===== config.mk =====
export PLATFORM = sky130hd
export DESIGN_NAME = normalizer_f
export DESIGN_NICKNAME = d
export VERILOG_FILES = /design/src/rtl/normalizer_f.sv
export SDC_FILE = /design/constraint.sdc
export NUM_CORES = 1
export LEC_CHECK = 0
export BUFFER_PORTS_ARGS = -buffer_cell sky130_fd_sc_hd__buf_4
export CAP_MARGIN = 20
export CORE_UTILIZATION = 40
export CTS_BUF_LIST = sky130_fd_sc_hd__clkbuf_4
export CTS_CLUSTER_SIZE = 10
export DETAILED_ROUTE_END_ITERATION = 7
export PLACE_DENSITY_LB_ADDON = 0.08
export SLEW_MARGIN = 20
export SYNTH_ARGS = -nofsm -noshare
export SYNTH_HDL_FRONTEND = slang
export SYNTH_SLANG_ARGS = --single-unit

===== constraint.sdc =====
create_clock -name clk -period 2.8 [get_ports clk]
set_clock_uncertainty 0.1 [all_clocks]
set_input_delay 0.28 -clock clk [delete_from_list [all_inputs] [get_ports clk]]
set_output_delay 0.28 -clock clk [all_outputs]
set_load 0.01 [all_outputs]

===== src/rtl/normalizer_f.sv =====
// Iterative normalizer: shifts a 23-bit magnitude left one bit per cycle
// until its MSB reaches the top, tracking a two's-complement exponent that
// counts down from +3 and stops at -12.
//
// state | meaning
// IDLE  | waiting for in_valid, in_ready high
// NORM  | shifting work left and decrementing the exponent
// HOLD  | result presented with out_valid until out_ready
module normalizer_f #(
    parameter int MANT_W  = 20,
    parameter int EXP_MAX = 3,
    parameter int EXP_MIN = -12,
    parameter int EXP_W   = 5,
    parameter int IN_W    = MANT_W + EXP_MAX
) (
    input  logic              clk,
    input  logic              rst,
    input  logic              in_valid,
    output logic              in_ready,
    input  logic [IN_W-1:0]   ff_in,
    output logic              out_valid,
    input  logic              out_ready,
    output logic [MANT_W-1:0] y_f_out,
    output logic [EXP_W-1:0]  exp_ff_out,
    output logic              zero,
    output logic              denorm,
    output logic              inexact
);

    localparam logic [EXP_W-1:0] EXP_TOP = EXP_W'(EXP_MAX);
    localparam logic [EXP_W-1:0] EXP_BOT = EXP_W'(EXP_MIN);

    typedef enum logic [1:0] {
        IDLE = 2'd0,
        NORM = 2'd1,
        HOLD = 2'd2
    } state_t;

    state_t            state;
    state_t            state_nx;
    logic [IN_W-1:0]   work;
    logic [EXP_W-1:0]  e;
    logic              work_zero;
    logic              terminate;

    assign work_zero = (work == '0);
    // Stop on a normalized MSB, on the exponent floor, or when there is nothing to shift.
    assign terminate = work[IN_W-1] | (e == EXP_BOT) | work_zero;
    assign in_ready  = (state == IDLE);
    assign out_valid = (state == HOLD);

    // State register; reset aborts any operation in flight.
    always_ff @(posedge clk or posedge rst) begin
        if (rst) begin
            state <= IDLE;
        end else begin
            state <= state_nx;
        end
    end

    // Next-state logic.
    always_comb begin
        state_nx = state;
        case (state)
            IDLE:    if (in_valid)  state_nx = NORM;
            NORM:    if (terminate) state_nx = HOLD;
            HOLD:    if (out_ready) state_nx = IDLE;
            default: state_nx = IDLE;
        endcase
    end

    // Shift datapath and result registers; results hold until the next latch.
    always_ff @(posedge clk or posedge rst) begin
        if (rst) begin
            work       <= '0;
            e          <= '0;
            y_f_out    <= '0;
            exp_ff_out <= '0;
            zero       <= 1'b0;
            denorm     <= 1'b0;
            inexact    <= 1'b0;
        end else begin
            case (state)
                IDLE: begin
                    if (in_valid) begin
                        work <= ff_in;
                        e    <= EXP_TOP;
                    end
                end
                NORM: begin
                    if (terminate) begin
                        y_f_out    <= work[IN_W-1 -: MANT_W];
                        exp_ff_out <= work_zero ? EXP_BOT : e;
                        inexact    <= |work[EXP_MAX-1:0];
                        zero       <= work_zero;
                        denorm     <= !work_zero && !work[IN_W-1];
                    end else begin
                        work <= work << 1;
                        e    <= e - EXP_W'(1);
                    end
                end
                default: ;
            endcase
        end
    end

endmodule


Word-level counts from Yosys, hierarchy flattened --
Index checks and enable logic that the tools add are counted.
Operators by class: add/sub/neg operators 1, eq/ne operators 7, muxes and demuxes 11, bitwise gates (word level) 2, reductions and logical operators 10
Operators with widths (count):
- 2-to-1 mux 23 bit | 2
- one-hot mux 23 bit (2 select lines) | 1
- zero test 23 bit | 1
- 2-to-1 mux 5 bit | 3
- one-hot mux 5 bit (2 select lines) | 1
- 2-to-1 mux 2 bit | 3
- inequality test 2 bit (second input constant) | 3
- one-hot mux 2 bit (3 select lines) | 1
- AND reduction 3 bit | 2
- equality test 5 bit (second input constant) | 1
- subtractor 5 x 1 -> 5 bit (second input constant) | 1
- OR reduction 3 bit | 1
- equality test 2 x 1 -> 1 bit (second input constant) | 1
- equality test 2 bit (second input constant) | 1
- zero test 1 bit | 2
- zero test 2 bit | 1
- inequality test 2 x 1 -> 1 bit (second input constant) | 1
- bitwise OR 1 bit | 2
- AND reduction 2 bit | 1
- nonzero test 2 bit | 1
- logical AND 1 bit | 1
Storage, ports and cells: register bits after elaboration 58, bits of input ports 27, output and inout bits 30, word-level logic and storage cells 39

Logic depth before layout (Yosys ltp) --
word-level depth 5, mapped depth 8, mapped depth without buffers 7

Worst setup path before layout --
OpenSTA, ideal clock, no wires.
path type register -> register, from reg work[8], to reg work[10], setup time 125 ps, arrival time 1746 ps, slack 829 ps, stages on the path, launching flop included 8, buffers on the path 1, clock period less this slack 1971 ps, cell sequence dfrtp_1 > nor4_1 > nand4_1 > o21ai_2 > o21a_4 > inv_4 > buf_12 > mux2_4
On the way: cells in the longest elaborated chain, start to end 4
Ends and longest elaborated chain:
- from (decl) | line 41 | logic [IN_W-1:0] work;
- from (signal assigned) | line 86 | work <= ff_in;
- from (signal assigned) | line 98 | work <= work << 1;
- zero test 23 bit | line 46 | assign work_zero = (work == '0);
- bitwise OR 1 bit | line 48 | assign terminate = work[IN_W-1] | (e == EXP_BOT) | work_zero;
- inequality test 2 bit (no line)
- AND reduction 3 bit (no line)
No other way between the ends. A chain may end at the register's enable or synchronous reset.

Worst setup path after layout --
from reg e[0], to reg work[21]
On the way: cells in the longest elaborated chain, start to end 5
Ends and longest elaborated chain:
- from (decl) | line 42 | logic [EXP_W-1:0] e;
- from (signal assigned) | line 99 | e <= e - EXP_W'(1);
- equality test 5 bit | line 48
- bitwise OR 1 bit (2 in a row) | line 48
- inequality test 2 bit (no line)
- AND reduction 3 bit (no line)
No other way between the ends.

==> impl_metrics.json <==
{
  "leakagePower_nw": 1.644,
  "core_area_mm2": 0.006422,
  "grtUsageTotal_pct": 18.06,
  "pwr_density_cell_mw_per_mm2": 1189,
  "grt_pass1_wl_um": 9618,
  "die_h_um": 84.18,
  "route.final.wire_length_um": 5799,
  "tns_ns": 0,
  "synth_xor_xnor_area_share_pct": 0,
  "hold_viol": 0,
  "synth_common_cells": "nand2_1, dfrtp_1, mux2_2",
  "cts_resized": 0,
  "status": "finished with violations",
  "dieArea_mm2": 0.007086,
  "cts_buffers": 9,
  "violations": "design-rule violations",
  "fillCellCount": 629,
  "slew_headroom_pct": 47.98,
  "synth_warnings": 0,
  "drt_first_pass_iters": 6,
  "holdBufCountCts": 2,
  "antenna_cells": 0,
  "drtIter0Drc": 63,
  "clkTransAtPathRegs_ns": 0.10,
  "synthMuxAreaShare_pct": 19.78,
  "ys_async_sr_fraction_pct": 100.0,
  "setup_viol": 0,
  "crit_arrival_ns": 2.53,
  "yosysTopAreaCellShare_pct": 53.73,
  "drcViolationCount": 4,
  "vias": 1933,
  "vdd_drop_max_mv": 0.5049,
  "grt_max_degree": 38,
  "layout_min_cycle_time_ns": 2.355,
  "avgRoutedWirePerCell_um": 15.18,
  "min_path_type": "in2reg",
  "power.total_mw": 3.899,
  "initial_core_util_pct": 42.06,
  "fmax_mhz": 424.7,
  "maxCapViolCount": 0,
  "ys_seq_elements": 58,
  "grt_antenna_before_repair": 0,
  "ys_top_cells_by_area": "dfrtp_1, nand2_1, mux2_2",
  "layout-drive-gt1-share_pct": 40.00,
  "synth_most_common_cell": "nand2_1",
  "synthCells": 240,
  "synth.avg_cell_area_um2": 11.26,
  "grt_remaining_overflow": 0,
  "yosys.area_share.simple_pct": 14.96,
  "tritoncts": "yes",
  "final_antenna_net_count": 0,
  "netlist_area_mm2": 0.002701,
  "seq_area_frac_synth_pct": 53.73,
  "clock_latency_ns": 0.39,
  "die_w_um": 84.18,
  "portBuffers": 56,
  "post-route-period-util_pct": 84.09,
  "rsz0062_at_grt": "no",
  "crit_required_ns": 2.98,
  "start_kind": "register",
  "via_per_inst": 5.060,
  "slew_viol_final": 0,
  "synthAdderAreaFrac_pct": 0.4632,
  "yosys.area.top_type": "dfrtp_1",
  "synth-edff-count": 0,
  "tightest_slew_ns": 0.7792,
  "synth_fp_nets": 268,
  "place.gp.congestion": 0.7863,
  "synth_top_family_by_area": "multiplexers",
  "hpwl_um": 3868,
  "cts_sinks": 58,
  "area_growth_pct": 21.35,
  "h-tree-depth": 3,
  "grt_pass1_vias": 1919,
  "yosysUniqueCellTypes": 36,
  "synth_compound_area_share_pct": 6.207,
  "worst-setup-path-type": "reg2reg",
  "end_kind": "register",
  "path_max_fanout": 24,
  "nNetsFinal": 329,
  "pin_count": 57,
  "postCtsSetupBuffers": 0,
  "synth_flop_cell": "dfrtp_1",
  "cts-root-buf": "clkbuf_4",
  "rows": 29,
  "cts_max_path_buffers": 2
}
## metrics by stage
stage                     instance area (um2)  util [%]  instances  worst slack [ns]  hold WS (ns)
after detailed placement                 3156     49.13        365            0.4021        0.3783
final                                    3278     51.04        382            0.4454       0.03425
after CTS                                3278     51.04        382            0.3832       0.02449
after global routing                     3278     51.04        382            0.1747       0.03838
after floorplan                          2701         -        240            0.8286        0.2876
after global placement                   3156     49.13        365            0.4148        0.3734
## flip-flops by register name (all words and copies together), names as in the netlist
signal	count
denorm	1
e	5
exp_ff_out	5
inexact	1
state	2
work	23
y_f_out	20
zero	1
## worst max-delay path: stages, from the launching register on
cell	delay, ns
dfrtp_1	0.36
inv_1	0.08
ha_1	0.23
a41oi_1	0.34
o21ai_2	0.18
o21a_4	0.26
inv_4	0.31
mux2_2	0.38
## kinds of logic after synthesis
family / after synthesis
AND/OR/NAND/NOR: 95
AO/OA/AOI/OAI: 23
adder cells (fa/ha/maj): 1
multiplexers: 42
flip-flops: 58
buffers and inverters: 21
## final timing paths
path | start | to | slack [ns] | depth (start not counted)
setup / recovery | e[0] | work[21] | 0.45 | 7
hold / removal | ff_in[0] | work[0] | 0.03 | 3
setup reg to reg | e[0] | work[21] | 0.45 | 7
hold reg to reg | exp_ff_out[3] | exp_ff_out[3] | 0.40 | 1
max in group asynchronous | rst | y_f_out[1] | 1.40 | 4
min in group asynchronous | rst | work[13] | 0.49 | 3
## metal layers
layer	vias up	GRT usage [%]	part of all wire [%]
li1	943	-	-
met1	932	24.42	47
met2	54	27.50	47
met3	4	6.490	5.2
met4	0	5.172	0.90
met5	-	0	0
## report_power, final
group          total [mW]  switching [mW]  internal (mW)
sequential           1.58           0.328           1.25
combinational        1.84           0.829           1.01
clock               0.480           0.288          0.192
total                3.90            1.45           2.45
## layout by cell type (no fill, tap or decap), drive strengths merged
master,instances
nor2b,1
o2bb2ai,1
nand4,1
a31oi,2
dfrtp,58
mux2i,2
or3,1
o21a,1
nand2b,3
nor3,1
dlygate4sd3,2
a41oi,1
nand2,71
or4,3
inv,9
clkinv,4
mux2,40
o22a,1
nor2,6
nand3,3
o211ai,2
o21ai,6
nor4,5
a21boi,1
clkbuf,11
ha,1
a21oi,3
a22oi,1
a22o,4
buf,60
## layout make-up
type / count / area [um2] / share of cell area (%)
clock buffer: 11 / 82.58 / 2.519
clock inverter: 4 / 20.02 / 0.6107
inverter: 9 / 36.28 / 1.107
multi-input combinational: 161 / 1121 / 34.20
sequential: 58 / 1451 / 44.27
tap: 77 / 96.34 / 2.939
timing repair buffer: 62 / 470.5 / 14.35
(Power assumes the default switching activity.)
